`config.mk`:
```
export PLATFORM = sky130hd
export DESIGN_NAME = word_unpacker_flat
export DESIGN_NICKNAME = d
export VERILOG_FILES = /design/src/rtl/word_unpacker_if.sv /design/src/rtl/word_unpacker.sv /design/src/flat_wrapper.sv
export SDC_FILE = /design/constraint.sdc
export NUM_CORES = 1
export LEC_CHECK = 0
export ABC_AREA = 1
export CORE_MARGIN = 2
export CORE_UTILIZATION = 50
export DETAILED_ROUTE_END_ITERATION = 6
export PLACE_DENSITY = 0.79
export SLEW_MARGIN = 5
export SYNTH_ARGS = -nofsm -noshare
export SYNTH_HDL_FRONTEND = slang
export SYNTH_SLANG_ARGS = --single-unit
```
`constraint.sdc`:
```
create_clock -name clock -period 4.2 [get_ports clock]
set_input_delay 1.05 -clock clock [delete_from_list [all_inputs] [get_ports clock]]
set_output_delay 1.05 -clock clock [all_outputs]
set_load 0.01 [all_outputs]
```
`src/rtl/word_unpacker_if.sv`:
```
// Packed-word input and sample output stream of the word unpacker.
interface word_unpacker_if #(
    parameter int unsigned DATA_WIDTH = 16,
    parameter int unsigned NUM_WORDS  = 16
);
    logic [DATA_WIDTH*NUM_WORDS-1:0] i_data;
    logic                            i_data_valid;
    logic                            o_ready;
    logic [DATA_WIDTH-1:0]           o_data;
    logic                            o_data_valid;
    logic                            o_last;
    logic                            i_ready;

    // Unpacker side.
    modport slave (
        input  i_data, i_data_valid, i_ready,
        output o_ready, o_data, o_data_valid, o_last
    );

    // Producer/consumer side driving the unpacker.
    modport master (
        output i_data, i_data_valid, i_ready,
        input  o_ready, o_data, o_data_valid, o_last
    );
endinterface

```
`src/rtl/word_unpacker.sv`:
```
// Wide-to-narrow serializer: takes one packed word of NUM_WORDS samples and
// emits them one per cycle, lane 0 first, on a valid/ready stream.
module word_unpacker #(
    parameter int unsigned DATA_WIDTH = 16,
    parameter int unsigned NUM_WORDS  = 16
) (
    input logic          clock,
    input logic          reset,
    word_unpacker_if.slave bus
);
    localparam int unsigned PW    = DATA_WIDTH * NUM_WORDS;
    localparam int unsigned IDX_W = (NUM_WORDS > 1) ? $clog2(NUM_WORDS) : 1;
    localparam logic [IDX_W-1:0] LAST_IDX = IDX_W'(NUM_WORDS - 1);

    typedef enum logic {
        IDLE,
        SEND
    } state_t;

    state_t           state_q, state_d;
    logic [PW-1:0]    hold_q, hold_d;
    logic [IDX_W-1:0] idx_q, idx_d;
    logic             last_lane;
    logic [DATA_WIDTH-1:0] lane_data;

    assign last_lane = (idx_q == LAST_IDX);

    // Ready depends only on registered state and downstream ready.
    assign bus.o_ready      = (state_q == IDLE) || (last_lane && bus.i_ready);
    assign bus.o_data_valid = (state_q == SEND);
    assign bus.o_last       = (state_q == SEND) && last_lane;
    assign bus.o_data       = lane_data;

    // Select the currently indexed lane of the held word.
    always_comb begin
        lane_data = '0;
        for (int unsigned k = 0; k < NUM_WORDS; k++) begin
            if (idx_q == IDX_W'(k)) begin
                lane_data = hold_q[k*DATA_WIDTH +: DATA_WIDTH];
            end
        end
    end

    // Next-state: load on input transfer, advance lane on output transfer.
    always_comb begin
        state_d = state_q;
        hold_d  = hold_q;
        idx_d   = idx_q;
        unique case (state_q)
            IDLE: begin
                if (bus.i_data_valid) begin
                    hold_d  = bus.i_data;
                    idx_d   = '0;
                    state_d = SEND;
                end
            end
            SEND: begin
                if (bus.i_ready) begin
                    if (!last_lane) begin
                        idx_d = idx_q + 1'b1;
                    end else if (bus.i_data_valid) begin
                        // Zero-bubble reload: last lane leaves as the next word enters.
                        hold_d = bus.i_data;
                        idx_d  = '0;
                    end else begin
                        state_d = IDLE;
                    end
                end
            end
            default: state_d = IDLE;
        endcase
    end

    // State, held word and lane counter registers.
    always_ff @(posedge clock or negedge reset) begin
        if (!reset) begin
            state_q <= IDLE;
            hold_q  <= '0;
            idx_q   <= '0;
        end else begin
            state_q <= state_d;
            hold_q  <= hold_d;
            idx_q   <= idx_d;
        end
    end
endmodule

```
`src/flat_wrapper.sv`:
```
// flat-port wrapper written by rule: the top's interface ports become plain ports
module word_unpacker_flat 
#(
    parameter int unsigned DATA_WIDTH = 16,
    parameter int unsigned NUM_WORDS  = 16
)
  (clock, reset, bus_i_data, bus_i_data_valid, bus_i_ready, bus_o_ready, bus_o_data, bus_o_data_valid, bus_o_last);
  word_unpacker_if #(.DATA_WIDTH(DATA_WIDTH), .NUM_WORDS(NUM_WORDS)) bus_i ();
  input logic clock;
  input logic reset;
  input wire logic [$bits(bus_i.i_data)-1:0] bus_i_data;
  input wire logic [$bits(bus_i.i_data_valid)-1:0] bus_i_data_valid;
  input wire logic [$bits(bus_i.i_ready)-1:0] bus_i_ready;
  output wire logic [$bits(bus_i.o_ready)-1:0] bus_o_ready;
  output wire logic [$bits(bus_i.o_data)-1:0] bus_o_data;
  output wire logic [$bits(bus_i.o_data_valid)-1:0] bus_o_data_valid;
  output wire logic [$bits(bus_i.o_last)-1:0] bus_o_last;
  assign bus_i.i_data = bus_i_data;
  assign bus_i.i_data_valid = bus_i_data_valid;
  assign bus_i.i_ready = bus_i_ready;
  assign bus_o_ready = bus_i.o_ready;
  assign bus_o_data = bus_i.o_data;
  assign bus_o_data_valid = bus_i.o_data_valid;
  assign bus_o_last = bus_i.o_last;
  word_unpacker #(.DATA_WIDTH(DATA_WIDTH), .NUM_WORDS(NUM_WORDS)) u_core (.clock(clock), .reset(reset), .bus(bus_i));
endmodule
```
Word level (Yosys, flattened, before mapping)
Cells that the tools add are included.
Cells by class
  add/sub/neg operators: 1
  equal/unequal tests: 17
  multiplexer cells: 28
  bitwise operators: 1
  reductions and logical operators: 5
Operators with widths (number)
  256-bit 2-to-1 mux: 3
  256-bit case mux with 2 select lines: 1
  16-bit 2-to-1 mux: 16
  4-bit equality test, second input constant: 8
  4-bit by 3-bit equality test with 1-bit output, second input constant: 4
  4-bit 2-to-1 mux: 3
  4-bit by 2-bit equality test with 1-bit output, second input constant: 2
  4-bit case mux with 2 select lines: 1
  4-bit by 1-bit adder with 4-bit output, second input constant: 1
  4-bit by 1-bit equality test with 1-bit output, second input constant: 1
  4-bit logical NOT: 1
  2-bit inequality test, second input constant: 2
  1-bit 2-to-1 mux: 3
  1-bit logical AND: 2
  1-bit case mux with 2 select lines: 1
  2-bit AND reduction: 1
  1-bit logical OR: 1
  1-bit inverter: 1
Storage, ports and cells
  register bits: 261
  input bits: 260
  output and inout bits: 19
  logic and storage cells: 55

Longest topological paths before layout
Gate-level depths: netlist (run 1).
  depth after elaboration: 17
  gate-level depth with buffers: 21
  depth with buffers taken out: 20

Worst setup path before layout (run 1)
Ideal clock, no wire load.
  path type: register to output
  start point: register u_core.idx_q[1]
  end point: output bus_o_data[7]
  arrival time: 2.019 ns
  required time: 3.150 ns
  path slack: 1.131 ns
  stages on the path, launching flop included: 20
  buffers on the path: 2
  cell sequence: dfrtp_1 inv_1 ha_1 buf_2 nor2_4 buf_2 nand3_1 nand3_1 nand2_1 nand3b_1 nand2_1 nand2_1 nand2_1 nand3_1 nand3_1 nand2_1 nand2_1 nand3_1 nand2_1 a21oi_1
On the way
  cells in the longest elaborated chain, start to end: 17
  elaborated cells between the ends (all ways): 32
Ends and longest elaborated chain
  start: declaration: line word_unpacker.sv:22  | logic [IDX_W-1:0] idx_q, idx_d;
  start signal: assignment: line word_unpacker.sv:83  | idx_q <= idx_d;
  4-bit logical NOT: line word_unpacker.sv:38  | if (idx_q == IDX_W'(k)) begin
  16-bit 2-to-1 mux (15 in a row): line word_unpacker.sv:38
  16-bit 2-to-1 mux *: line word_unpacker.sv:38
  end: declaration: line flat_wrapper.sv:15  | output wire logic [$bits(bus_i.o_data)-1:0] bus_o_data;
Every way passes the cells marked *; elsewhere a longest branch is shown, timed or not.

Final worst setup path (run 1)
  start point: register u_core.idx_q[0]
  end point: output bus_o_data[1]
Same word-level chain as after synthesis.

==> results of run 1 <==
-- power breakdown --
part,switching (W),internal [W]
registers,0.000814,0.00369
clock network,0.00103,0.00153
logic,0.00319,0.00205
total,0.00503,0.00726
-- cell usage in the layout, fill, tap and decap left out, types with 4 or more instances in the layout --
cell and instances:
o21ai_1 15, clkbuf_8 8, clkbuf_2 8, inv_1 78, buf_6 5, o21ai_0 35, clkbuf_16 29, nand2_2 9
a21oi_1 40, nor2_1 64, clkdlybuf4s50_1 261, dfrtp_1 258, nand3b_1 16, buf_12 8, nor2_2 4, buf_4 25
nand3_1 89, clkinvlp_4 4, clkbuf_1 5, or2_2 32, inv_2 4, nand2_1 976, nand3_2 18
-- cells by family after synthesis --
| group | Yosys count | share of synthesized area, % |
|---|---|---|
| adder cells (fa/ha/maj) | 4 | 0.3918 |
| buffers and inverters | 182 | 6.238 |
| AND/OR/NAND/NOR | 1216 | 38.34 |
| AO/OA/AOI/OAI | 96 | 3.839 |
| flip-flops | 261 | 51.12 |
| XOR/XNOR | 1 | 0.06857 |
-- repair_timing --
action                     CTS  global route
setup endpoints to repair   16            16
buffers inserted             2             4
gates resized for setup     45            53
pin swaps                    2            10
hold endpoints to repair     0             0
-- critical path: stages (launching register included) --
cell             delay (ns)
dfrtp_2                0.46
inv_4                  0.12
ha_4                   0.16
inv_2                  0.06
nor2_4                 0.12
buf_4                  0.17
nand3_1                0.07
nand3_1                0.10
nand2_1                0.06
nand3b_1               0.13
nand2_1                0.08
nand2_1                0.06
nand2_1                0.04
nand3_1                0.09
nand3_1                0.10
nand2_1                0.10
nand2_1                0.07
nand3_2                0.11
nand2_1                0.08
a21oi_1                0.14
clkdlybuf4s15_2        0.24
-- stage by stage --
step           util (%)  instance area [um^2]  hold WS [ns]
3_3_place_gp      63.19                 15870        0.4554
6_report          67.78                 17020        0.4758
3_5_place_dp      63.19                 15870        0.4566
5_1_grt           67.78                 17020        0.4948
4_1_cts           67.29                 16900        0.4779
2_1_floorplan         -                 12780        0.4401
-- registers in the layout (all words and copies together), names as in the netlist --
signal,flops
u_core.bus.o_data_valid,1
u_core.hold_q,256
u_core.idx_q,4
-- routing by layer --
layer	up-vias	wire length [um]	global-route usage [%]	part of all wire [%]
met5	-	0	0	0
met4	0	1565	11.64	3.9
met3	94	3145	4.419	7.9
met2	537	17960	45.23	45
met1	5856	17340	42.72	43
li1	5881	-	-	-
-- path summary, 6_finish.rpt --
kind / start / to / slack (ns)
worst max-delay path: u_core.idx_q[0] / bus_o_data[1] / 0.03
worst min-delay path: u_core.hold_q[148] / u_core.hold_q[148] / 0.48
worst max register to register: u_core.idx_q[1] / u_core.hold_q[185] / 1.19
worst min register to register: u_core.hold_q[148] / u_core.hold_q[148] / 0.48
max in group asynchronous: reset / u_core.hold_q[152] / 2.72
min in group asynchronous: reset / u_core.hold_q[35] / 0.57
-- synthesized netlist by cell type --
cell / number
nor3_1: 2
or2_2: 32
nor2_2: 3
nor2_1: 65
inv_4: 1
nor2_4: 2
nand3_2: 1
buf_6: 2
a21oi_1: 43
o21ai_2: 1
nor4_1: 1
nand2_2: 4
inv_1: 81
nor2_8: 1
o21ai_1: 14
ha_1: 4
o21ai_0: 36
inv_2: 3
buf_2: 36
nand3b_1: 16
a221oi_1: 1
nand3_1: 107
buf_4: 13
clkbuf_2: 2
xor2_1: 1
a211oi_1: 1
dfrtp_1: 261
clkbuf_1: 43
buf_1: 1
nand2_1: 982
-- cell type report --
class | count | area (um^2) | share of cell area [%]
Sequential cell | 261 | 6535 | 38.40
Multi-Input combinational cell | 1317 | 5628 | 33.07
Timing Repair Buffer | 316 | 3146 | 18.48
Clock buffer | 42 | 854.6 | 5.021
Tap cell | 330 | 412.9 | 2.426
Inverter | 85 | 331.6 | 1.948
Clock inverter | 9 | 112.6 | 0.6616
==> parameters.txt, run 1 <==
Parameter                              Value

Outcome
  Run status    completed

Setup path
  Critical path start-end classification    flip-flop to output port
  Critical Path Sink Type    output port
  Worst-case reg-to-reg path depth    11
  Data arrival time of the critical path    around 3.1 ns
  Launching element type of the critical path    flip-flop
  Worst Path Required    roughly 3.2 ns
  Maximum fanout along the worst path    7

CTS
  TritonCTS buffer count    28
  TritonCTS clock tree    yes
  Cell chosen for the clock root    clkbuf_16
  Clock latency on the worst-skew pair    approximately 0.54 ns
  Clock slew at the register clock pins of the worst setup and hold paths    ~0.06 ns
  Buffer levels on the longest clock path    3
  Clock sink total    about 260
  Deepest level of the CTS H-tree    1
  CTS Hold Bufs    0

Route
  Via total after detailed routing    12368
  Routed via count divided by cell count    about 5.2
  Per-cell routed wire length    between 15 and 20 um
  Detailed-router iteration count before antenna repair    7
  Final Routed Wirelength    ~40000 um
  Post-DRT Antenna Nets    0
  Drt first-iter violations    1301
  Remaining DRCs    0

STA
  Setup violation total in the final timing report    0
  Final hold viol count    0
  Aggregate negative setup slack    0 ns
  Relative slew slack    33.71%
  Achievable frequency    239.6 MHz
  Worst setup margin    between 0.02 and 0.03 ns
  Transition time of the tightest slew-check pin    roughly 0.99 ns
  RSZ-0062 raised after global routing    yes
  Slew Limit Fails    0
  Final worst clock skew    about 0.0091 ns
  Shortest period the worst path allows    4.173 ns
  Final period utilization    roughly 99%

Placed design
  Detailed placer's ending HPWL    28080 um
  Number of placed instances with taps included    ~2300
  Pre-CTS setup slack    0.01644 ns
  Quantity of I/O buffers inserted on ports    about 280
  GPL Wtd Cong    ~0.86

GRT
  Overall overflow remaining after global route    0
  Largest net degree at the start of global routing    about 110
  Antenna violations before repair    0
  Via count of the first global-routing pass    ~12000
  First-pass GRT wire length    approximately 62000 um
  Total global routing track utilization    between 20% and 30%

Worst hold path
  Worst min-delay path class    flip-flop to flip-flop
  Worst hold path depth    2

Die
  Die area    between 20000 and 30000 um^2
  Floorplan Core Area    around 25000 um^2
  DIE WIDTH    163.9 um
  Die Y-Extent    roughly 160 um
  Starting utilization of the core area    roughly half
  I/O pin count    around 280
  Number of placement rows    58

Layout
  Share of post-route cells with drive strength above 1    a little under a tenth
  Number of filler cells placed in the layout    around 2100
  Signed area change from the synthesized netlist to the final layout    33.22%
  Number of diodes    0
  Number of standard cells in the layout, taps in and fillers out    2360
  Post-layout nets    roughly 2300

Yosys
  Proportion of netlist area held by the largest area contributor    approximately half
  Flop and latch count out of synthesis    approximately 260
  Syn avg cell area    just over 7 um^2
  Post-synthesis sequential area ratio    roughly half
  Area leader, netlist    dfrtp_1
  Syn_nets    2024
  Synth top area cells    dfrtp_1 (51%), nand2_1 (29%), nand3_1 (4.2%)
  Total standard cell area after synthesis    ~13000 um^2
  Number of warning messages in the yosys log    0
  Post-synthesis cell type count    30
  Synthesized instance count    roughly 1800

Run
  Number of max-cap violations    0

Power
  Final Power    around 0.012 W
  Peak ir drop on the vdd network    around 350 uV
  Standby leakage power    slightly below 9 nW
  Power density cells    between 700 and 800 nW/um^2
Note: power is estimated with default switching activity, not from simulation.
==> inputs of run 2 (changes only) <==
- clock period: 4.2 -> 4.7 ns (I/O delays scaled with it)
==> run 2 against run 1 <==
Global-route usage fell by 0.69 points. Core utilization rose by 0.36 points. Power decreased by 10%. Largest cell class unchanged. First-iteration DRC count grew 1.2%. Worst hold slack got worse by 0.0022 ns.
==> parameters.txt, run 2 (synthesis results as in run 1) <==
Parameter                              Value

STA
  Aggregate negative setup slack    0 ns
  RSZ-0062 raised after global routing    no
  Final hold viol count    0
  Shortest period the worst path allows    4.488 ns
  Final period utilization    approximately 95%
  Setup violation total in the final timing report    0
  Final worst clock skew    roughly 0.027 ns
  Achievable frequency    222.8 MHz
  Transition time of the tightest slew-check pin    about 1 ns
  Slew Limit Fails    0
  Relative slew slack    a little under a third

Setup path
  Data arrival time of the critical path    3.31 ns
  R2r startpoint    u_core.idx_q[0]
  Minimum setup slack among reg-to-reg paths    about 1.5 ns
  Critical Path Sink Type    output port
  Critical path start-end classification    flip-flop to output port
  Largest stage delay on the critical path    ~0.48 ns
  Worst-case reg-to-reg path depth    11
  Worst Path Required    3.52 ns
  Worst reg2reg path endpoint    u_core.hold_q[137]
  Standard cell with the maximum stage delay on the critical path    dfrtp_2
  Series of cell instances along the critical path    buf_4, inv_1, nand2_2, nor2_4, clkinvlp_4, buf_4, buf_4, or2_2, nand3_1, nand2_1, nand2_1, nand3_1, nand2_1, a21oi_1, dlygate4sd2_1
  Maximum fanout along the worst path    5
  Launching element type of the critical path    flip-flop

Run
  Number of max-cap violations    0

CTS
  Cell chosen for the clock root    clkbuf_16
  Clock latency on the worst-skew pair    between 0.5 and 0.6 ns
  Deepest level of the CTS H-tree    1
  TritonCTS buffer count    28
  Clock sink total    about 260
  Buffer levels on the longest clock path    3
  TritonCTS clock tree    yes
  Clock slew at the register clock pins of the worst setup and hold paths    approximately 0.060 ns

Route
  Post-DRT Antenna Nets    0
  Routed via count divided by cell count    5.184
  Via total after detailed routing    roughly 12000
  Remaining DRCs    0
  Detailed-router iteration count before antenna repair    7
  Per-cell routed wire length    between 15 and 20 um
  Drt first-iter violations    ~1300
  Final Routed Wirelength    39550 um

Power
  Share of total power in the clock network    20.8%
  Power density cells    ~650 nW/um^2
  Share of power burned in registers    between 30% and 40%
  Standby leakage power    about 8.9 nW
  Net Sw Frac    40.23%
  Peak ir drop on the vdd network    around 420 uV
  Power spent charging and discharging nets    between 0.004 and 0.005 W
  Int Power    around 0.0066 W
  Combinational cell fraction of total power    between 40% and 50%

Layout
  Util after Layout    68.15%
  Most common cell after layout, fill and taps aside    nand2_1
  Area of all sequential standard cells    between 6000 and 7000 um^2
  Register ranked first by flip-flop count    u_core.hold_q
  Number of flip-flops under the largest register name    around 260
  Post-layout nets    between 2000 and 2500
  Area taken by multi-input logic gates    about 5600 um^2
  Signed area change from the synthesized netlist to the final layout    33.93%
  Commonest non-fill, non-tap cells in the layout    nand2_1 (982), clkdlybuf4s50_1 (264), dfrtp_1 (259), nand3_1 (102), inv_1 (76)
  Share of post-route cells with drive strength above 1    ~8.3%
  Number of filler cells placed in the layout    around 2000

Placed design
  Detailed placer's ending HPWL    27660 um
  GPL Wtd Cong    ~0.93
  Quantity of I/O buffers inserted on ports    about 280

Die
  Starting utilization of the core area    about half
  Die Y-Extent    163.9 um
  I/O pin count    between 200 and 300
  Number of placement rows    58
  Die area    approximately 27000 um^2
  DIE WIDTH    between 150 and 200 um
  Floorplan Core Area    ~25000 um^2

Worst hold path
  Worst hold path depth    2
  Hold Crit Start    u_core.hold_q[46]
  Worst min-delay path class    flip-flop to flip-flop
  Capture endpoint of the worst hold path    u_core.hold_q[46]

Outcome
  Run status    completed

GRT
  Largest net degree at the start of global routing    114
  First-pass GRT wire length    60810 um
  Via count of the first global-routing pass    between 10000 and 15000
  Antenna violations before repair    0
  Total global routing track utilization    approximately 29%
  Overall overflow remaining after global route    0
==> run 2: critical path, delay by kind of cell, from the launching register on <==
| kind | cells | cell delay [ns] |
|---|---|---|
| simple gates | 8 | 1.11 |
| buf+inv | 6 | 1.10 |
| flops | 1 | 0.48 |
| compound gates | 1 | 0.06 |
==> run 2: worst max-delay path by stage <==
stage | startpoint | end | slack (ns) | cells after the start
2_1_floorplan | u_core.idx_q[1] | bus_o_data[7] | 1.51 | 19
3_3_place_gp | u_core.idx_q[3] | bus_o_data[14] | 0.39 | 21
3_5_place_dp | u_core.idx_q[0] | bus_o_data[11] | 0.37 | 19
4_1_cts | u_core.idx_q[1] | bus_o_data[8] | 0.01 | 20
5_1_grt | u_core.idx_q[1] | bus_o_data[2] | 0.01 | 22
6_report | u_core.idx_q[2] | bus_o_data[3] | 0.21 | 15
==> run 2: what timing repair did <==
action / CTS / global route
gates resized for setup: 14 / 44
setup buffers: 7 / 17
gates cloned: 1 / 1
hold buffers: 0 / 0
setup endpoints to repair: 11 / 16
pin swaps: 2 / 3
==> run 2: cell type report <==
class / instances / share of cell area (%)
inverters: 85 / 1.982
clock buffers: 39 / 4.804
repair inverters: 1 / 0.02925
well taps: 330 / 2.413
diodes: 1 / 0.01462
multi-input cells: 1318 / 32.50
repair buffers: 328 / 19.15
clock inverters: 12 / 0.9213
flip-flops and latches: 261 / 38.18
==> run 2: layer usage <==
metal / vias to the layer above / wire [um] / track usage (%)
met2: 584 / 17780 / 44.61
met3: 88 / 3273 / 4.293
li1: 5919 / - / -
met5: - / 0 / 0
met1: 5721 / 17000 / 41.75
met4: 0 / 1498 / 10.57
==> run 2: power groups by stage <==
stage	Clock, W	Sequential, W	Combinational, W
after floorplan	0	0.00369	0.00288
after global placement	0	0.00396	0.00439
after detailed placement	0	0.00396	0.00448
after CTS	0.00232	0.00396	0.00457
after global routing	0.00242	0.00408	0.00533
final	0.00230	0.00399	0.00476
==> run 2: metrics by stage <==
step           instance area [um^2]  setup WS [ns]  hold WS (ns)  std cells  total power (W)
2_1_floorplan                 12780          1.506        0.4401       1760         0.006569
5_1_grt                       17110        0.01027        0.4982       2374          0.01182
3_3_place_gp                  15760         0.3933        0.4548       2297         0.008352
6_report                      17110         0.2118        0.4737       2375          0.01106
3_5_place_dp                  15760         0.3656        0.4586       2297         0.008445
4_1_cts                       16820       0.009812        0.4759       2356          0.01085
==> inputs of run 3 (changes only) <==
- CAP_MARGIN: default -> 20
- TNS_END_PERCENT: default -> 10
==> run 3 against run 2 <==
Final cell count fell by 0.63%. Register-to-register slack got worse by 0.07 ns. Count of clock-buffer cells in the layout stayed put. Non-clock buffer count fell by 16. Sequential share of layout area grew 0.43 points. Wire length down 1.2%. Clock skew decreased by 0.0042 ns. Clock power about the same. Critical endpoint is now bus_o_data[4]. Flip-flop and latch count unchanged. Critical path depth increased by 5. Via count down 1.2%. Combinational power down 3%.
==> parameters.txt, run 3 (synthesis results as in run 1) <==
Parameter                              Value

Outcome
  Run status    completed

Setup path
  CP Depth    20
  Combined buffer and inverter count along the critical path    4
  Standard cell with the maximum stage delay on the critical path    clkdlybuf4s50_1
  Data arrival time of the critical path    approximately 3.4 ns
  Maximum fanout along the worst path    11
  Dominant delay contributor by cell family on the critical path    simple AND/OR/NAND/NOR gates
  Worst-case reg-to-reg path depth    11
  Series of cell instances along the critical path    inv_2, ha_2, nand3_2, buf_6, o21ai_0, inv_1, nand3_1, nand2_1, nand2_1, nand2_1, nand3_1, nand3_1, nand2_1, nand2_1, nand3_1, nand2_1, nand2_1, nand2_1, nand2_1, clkdlybuf4s50_1
  Worst Path Required    about 3.5 ns
  Largest stage delay on the critical path    roughly 0.52 ns
  Critical path start-end classification    flip-flop to output port
  Most Frequent Cell on Critical Path    nand2_1
  Critical Path Sink Type    output port
  Launching element type of the critical path    flip-flop

STA
  Setup violation total in the final timing report    0
  Final hold viol count    0
  Transition time of the tightest slew-check pin    ~1.0 ns
  RSZ-0062 raised after global routing    yes
  Final period utilization    between 90% and 100%
  Relative slew slack    roughly a third
  Worst setup margin    around 0.086 ns
  Achievable frequency    approximately 220 MHz
  Shortest period the worst path allows    ~4.6 ns
  Final worst clock skew    0.02303 ns
  Slew Limit Fails    0

Layout
  Share of post-route cells with drive strength above 1    about 7.4%
  Post-layout nets    2271
  Register ranked first by flip-flop count    u_core.hold_q
  Most common cell after layout, fill and taps aside    nand2_1
  Number of flip-flops under the largest register name    approximately 260
  Signed area change from the synthesized netlist to the final layout    32.47%
  Number of standard cells in the layout, taps in and fillers out    roughly 2400
  Commonest non-fill, non-tap cells in the layout    nand2_1 (982), clkdlybuf4s50_1 (265), dfrtp_1 (258), nand3_1 (103), inv_1 (78)

Die
  Floorplan Core Area    25110 um^2
  DIE WIDTH    ~160 um
  Die Y-Extent    163.9 um
  I/O pin count    ~280
  Starting utilization of the core area    50.88%
  Number of placement rows    between 50 and 60
  Die area    ~27000 um^2

Route
  Final Routed Wirelength    approximately 39000 um
  Drt first-iter violations    1258
  Routed via count divided by cell count    a little over 5
  Per-cell routed wire length    16.56 um
  Via total after detailed routing    between 10000 and 15000
  Post-DRT Antenna Nets    0
  Remaining DRCs    0
  Detailed-router iteration count before antenna repair    5

GRT
  Overall overflow remaining after global route    0
  First-pass GRT wire length    between 60000 and 70000 um
  Total global routing track utilization    between 20% and 30%
  Antenna violations before repair    0
  Largest net degree at the start of global routing    approximately 110
  Via count of the first global-routing pass    ~12000

Power
  Power density cells    644.5 nW/um^2
  Power spent charging and discharging nets    approximately 0.0044 W
  Share of total power in the clock network    around a fifth
  Standby leakage power    around 9 nW
  Net Sw Frac    roughly 40%
  Int Power    ~0.0065 W
  Share of power burned in registers    between 30% and 40%
  Peak ir drop on the vdd network    between 400 and 500 uV
  Combinational cell fraction of total power    a little over two fifths

CTS
  TritonCTS clock tree    yes
  CTS Hold Bufs    0
  Clock latency on the worst-skew pair    roughly 0.55 ns
  Clock slew at the register clock pins of the worst setup and hold paths    0.06 ns
  Clock sink total    approximately 260
  Deepest level of the CTS H-tree    1
  TritonCTS buffer count    28
  Cell chosen for the clock root    clkbuf_16
  Buffer levels on the longest clock path    3

Placed design
  Detailed placer's ending HPWL    between 20000 and 30000 um
  Quantity of I/O buffers inserted on ports    278
  Pre-CTS setup slack    about 0.37 ns
  GPL Wtd Cong    0.9282
  Number of placed instances with taps included    2297

Worst hold path
  Worst min-delay path class    flip-flop to flip-flop
  Worst hold path depth    2

Run
  Number of max-cap violations    0
-- run 3: power by group through the flow --
stage / Sequential [W] / Clock (W) / Combinational, W
4_1_cts: 0.00396 / 0.00232 / 0.00453
2_1_floorplan: 0.00369 / 0 / 0.00288
3_5_place_dp: 0.00396 / 0 / 0.00448
5_1_grt: 0.00409 / 0.00242 / 0.00519
3_3_place_gp: 0.00396 / 0 / 0.00439
6_report: 0.00400 / 0.00229 / 0.00461
-- run 3: area by class of cell --
cell class                      instances  area [um^2]
Fill cell                            2051         8184
Sequential cell                       261         6535
Multi-Input combinational cell       1319         5535
Timing Repair Buffer                  312         3126
Clock buffer                           39        822.0
Tap cell                              330        412.9
Inverter                               85        331.6
Clock inverter                         12        157.7
Antenna cell                            2        5.005
-- run 3: final timing paths --
| check | from | endpoint | slack (ns) |
|---|---|---|---|
| max | u_core.idx_q[0] | bus_o_data[4] | 0.09 |
| min in group asynchronous | reset | u_core.hold_q[28] | 0.67 |
| max in group asynchronous | reset | u_core.hold_q[8] | 3.06 |
| min | u_core.hold_q[148] | u_core.hold_q[148] | 0.48 |
| max reg2reg | u_core.idx_q[0] | u_core.hold_q[137] | 1.47 |
| min reg2reg | u_core.hold_q[148] | u_core.hold_q[148] | 0.48 |
-- run 3: timing repair --
item                                   CTS  global route
resized for setup                       12            30
pin swaps                                2             2
endpoints found under the hold margin    0             0
setup endpoints to repair               11            16
setup buffers                            2             6
cloned                                   1             1
-- run 3: metrics by stage --
step | hold slack [ns] | cell area [um^2] | TNS, ns | utilization [%] | power (W)
after floorplan | 0.4401 | 12780 | 0 | - | 0.006569
after global placement | 0.4548 | 15760 | 0 | 62.76 | 0.008352
after detailed placement | 0.4586 | 15760 | 0 | 62.76 | 0.008445
after CTS | 0.4759 | 16780 | -0.08879 | 66.81 | 0.01081
after global routing | 0.4982 | 16920 | -0.2959 | 67.39 | 0.01169
final | 0.4779 | 16930 | 0 | 67.41 | 0.01091
-- run 3: worst reg2reg max path, cell delays in order (launching register included) --
cell and delay, ns:
dfrtp_2 0.41, ha_2 0.26, nand2_2 0.12, nor2_4 0.10, buf_4 0.32, inv_2 0.21, o21ai_2 0.37, nand2_8 0.28
inv_8 0.44, buf_4 0.44, nand2_1 0.16, nand2_1 0.08
-- run 3: per-layer routing --
metal  GRT usage, %  vias up  wire [um]
met5              0        -          0
met4          10.25        0       1421
met3          4.040       83       3245
met2          44.58      565      17470
met1          41.86     5631      16940
li1               -     5886          -
==> edit: new RTL, config.mk and constraints of run 3 <==
`hold_q` no longer has a reset.
--- a/src/rtl/word_unpacker.sv
+++ b/src/rtl/word_unpacker.sv
@@ -76,12 +76,14 @@
         if (!reset) begin
             state_q <= IDLE;
-            hold_q  <= '0;
             idx_q   <= '0;
         end else begin
             state_q <= state_d;
-            hold_q  <= hold_d;
             idx_q   <= idx_d;
         end
     end
+
+    always_ff @(posedge clock) begin
+        hold_q <= hold_d;
+    end
 endmodule
 
Function: changed (a bounded check fails within 4 cycles, from zero or initial values and one cycle with reset low).
==> edit against run 3 <==
- sequential cell count unchanged
- first-iteration DRC count decreased by 47%
- area after synthesis decreased by 15%
- critical path depth increased by 2
- synthesized cell count decreased by 46%
- register-to-register slack got worse by 40 ps
- setup slack improved by 80 ps
- worst hold slack improved by 150 ps
- die area decreased by 15%
- wire length decreased by 22%
- total power decreased by 26%
- clock skew decreased by 8.6 ps
- final area decreased by 11%
- critical endpoint unchanged
- largest power group unchanged
==> edit: results (changes against run 3) <==
{| class="wikitable"
! Metric !! Value
|-
| LEAKAGE || 5.80 nW (was 8.76 nW)
|-
| GR Util All Layers || 26.5% (was 28.8%)
|-
| Outcome || complete, no violations (unchanged)
|-
| Hold Path End || u_core.bus.o_data_valid (was u_core.hold_q[148])
|-
| Avg Vias per Cell || 5.29 (was 5.15)
|-
| Portion of the post-synthesis area used by sequential elements || 72.2% (was 51.1%)
|-
| Top post-synthesis cells by count || 312 x nand2_1, 256 x edfxtp_1, 87 x nand3_1, 73 x inv_1, 66 x nor2_1 (was 982 x nand2_1, 261 x dfrtp_1, 107 x nand3_1, 81 x inv_1, 65 x nor2_1)
|-
| Leading register cell type out of synthesis || edfxtp_1 (was dfrtp_1)
|-
| Arrival time of the worst setup path || 3360 ps (was 3440 ps)
|-
| Maximum net fanout on the critical path || 15 (was 11)
|-
| Power in combinational cells || 3.20 mW (was 4.61 mW)
|-
| Power consumed by sequential cells || 2.86 mW (was 4.00 mW)
|-
| Xor/xnor cell area share of the yosys netlist || 0.0809% (was 0.0686%)
|-
| Largest cells by area after synthesis || edfxtp_1 71%, nand2_1 11%, nand3_1 4.0%, inv_1 2.5%, nor2_1 2.3% (was dfrtp_1 51%, nand2_1 29%, nand3_1 4.2%, inv_1 2.4%, nor2_1 1.9%)
|-
| Largest stage delay on the critical path || 540 ps (was 520 ps)
|-
| Number of distinct library cells after synthesis || 29 (was 30)
|-
| Hold path startpoint || u_core.bus.o_data_valid (was u_core.hold_q[148])
|-
| Count of flip-flops with a built-in enable after synthesis || 256 (was 0)
|-
| R2r setup slk || 1430 ps (was 1470 ps)
|-
| TritonCTS buffer count || 27 (was 28)
|-
| Setup clock skew after layout || 14.4 ps (was 23.0 ps)
|-
| Area fraction in compound gates after synthesis || 2.97% (was 3.84%)
|-
| R2R Path End || u_core.hold_q[61] (was u_core.hold_q[137])
|-
| Global-route wire length before repair || 44700 µm (was 60700 µm)
|-
| Relative slew slack || 41.3% (was 31.9%)
|-
| Final HPWL from detailed placement || 21300 µm (was 27700 µm)
|-
| Post-synthesis instance total || 959 (was 1760)
|-
| Worst hold-check slack || 632 ps (was 478 ps)
|-
| Final weighted congestion in routability-driven placement || 0.831 (was 0.928)
|}
==> edit: final cells by class <==
class | instances | share of cell area [%]
sequential | 261 | 51.7
timing repair buffer | 306 | 21.0
multi-input combinational | 583 | 17.3
clock buffer | 35 | 4.67
tap | 275 | 2.28
inverter | 79 | 2.13
clock inverter | 13 | 0.820
timing repair inverter | 1 | 0.0497
antenna | 3 | 0.0497
==> edit: repair_timing <==
action                                  CTS  global route
gates cloned                              1             0
pin swaps                                 1             1
gates resized for setup                   8            32
endpoints found under the setup margin   16            16
buffers inserted                          3             1
==> edit: layer usage <==
metal  vias up  wire (µm)  track usage, %  share of wire (%)
met1      3851      11400            34.0                 38
met2       455      14800            44.5                 49
li1       3840          -               -                  -
met4         0       1210            9.39                4.0
met3        80       2860            6.02                9.5
met5         -          0               0                  0
==> edit: per-stage QoR <==
stage          TNS [ps]  power [mW]
2_1_floorplan   -230100        4.68
3_5_place_dp          0        6.00
4_1_cts           -20.9        8.12
3_3_place_gp          0        5.97
6_report              0        8.10
5_1_grt            -197        8.56
==> edit: worst max path at each step <==
stage | startpoint | end | slack (ps) | cells after the start
CTS | u_core.idx_q[0] | bus_o_data[5] | -10 | 16
floorplan | bus_i_ready | u_core.hold_q[0] | -900 | 4
finish | u_core.idx_q[1] | bus_o_data[4] | 170 | 22
global route | u_core.idx_q[1] | bus_o_data[4] | -150 | 22
global placement | u_core.idx_q[0] | bus_o_data[7] | 380 | 14
detailed placement | u_core.idx_q[0] | bus_o_data[7] | 380 | 14
==> edit: tightest hold or removal path: cells and delay by family (launching register included) <==
family          cells  cell delay [ps]
flops               1              450
compound gates      1              100
simple gates        1               50
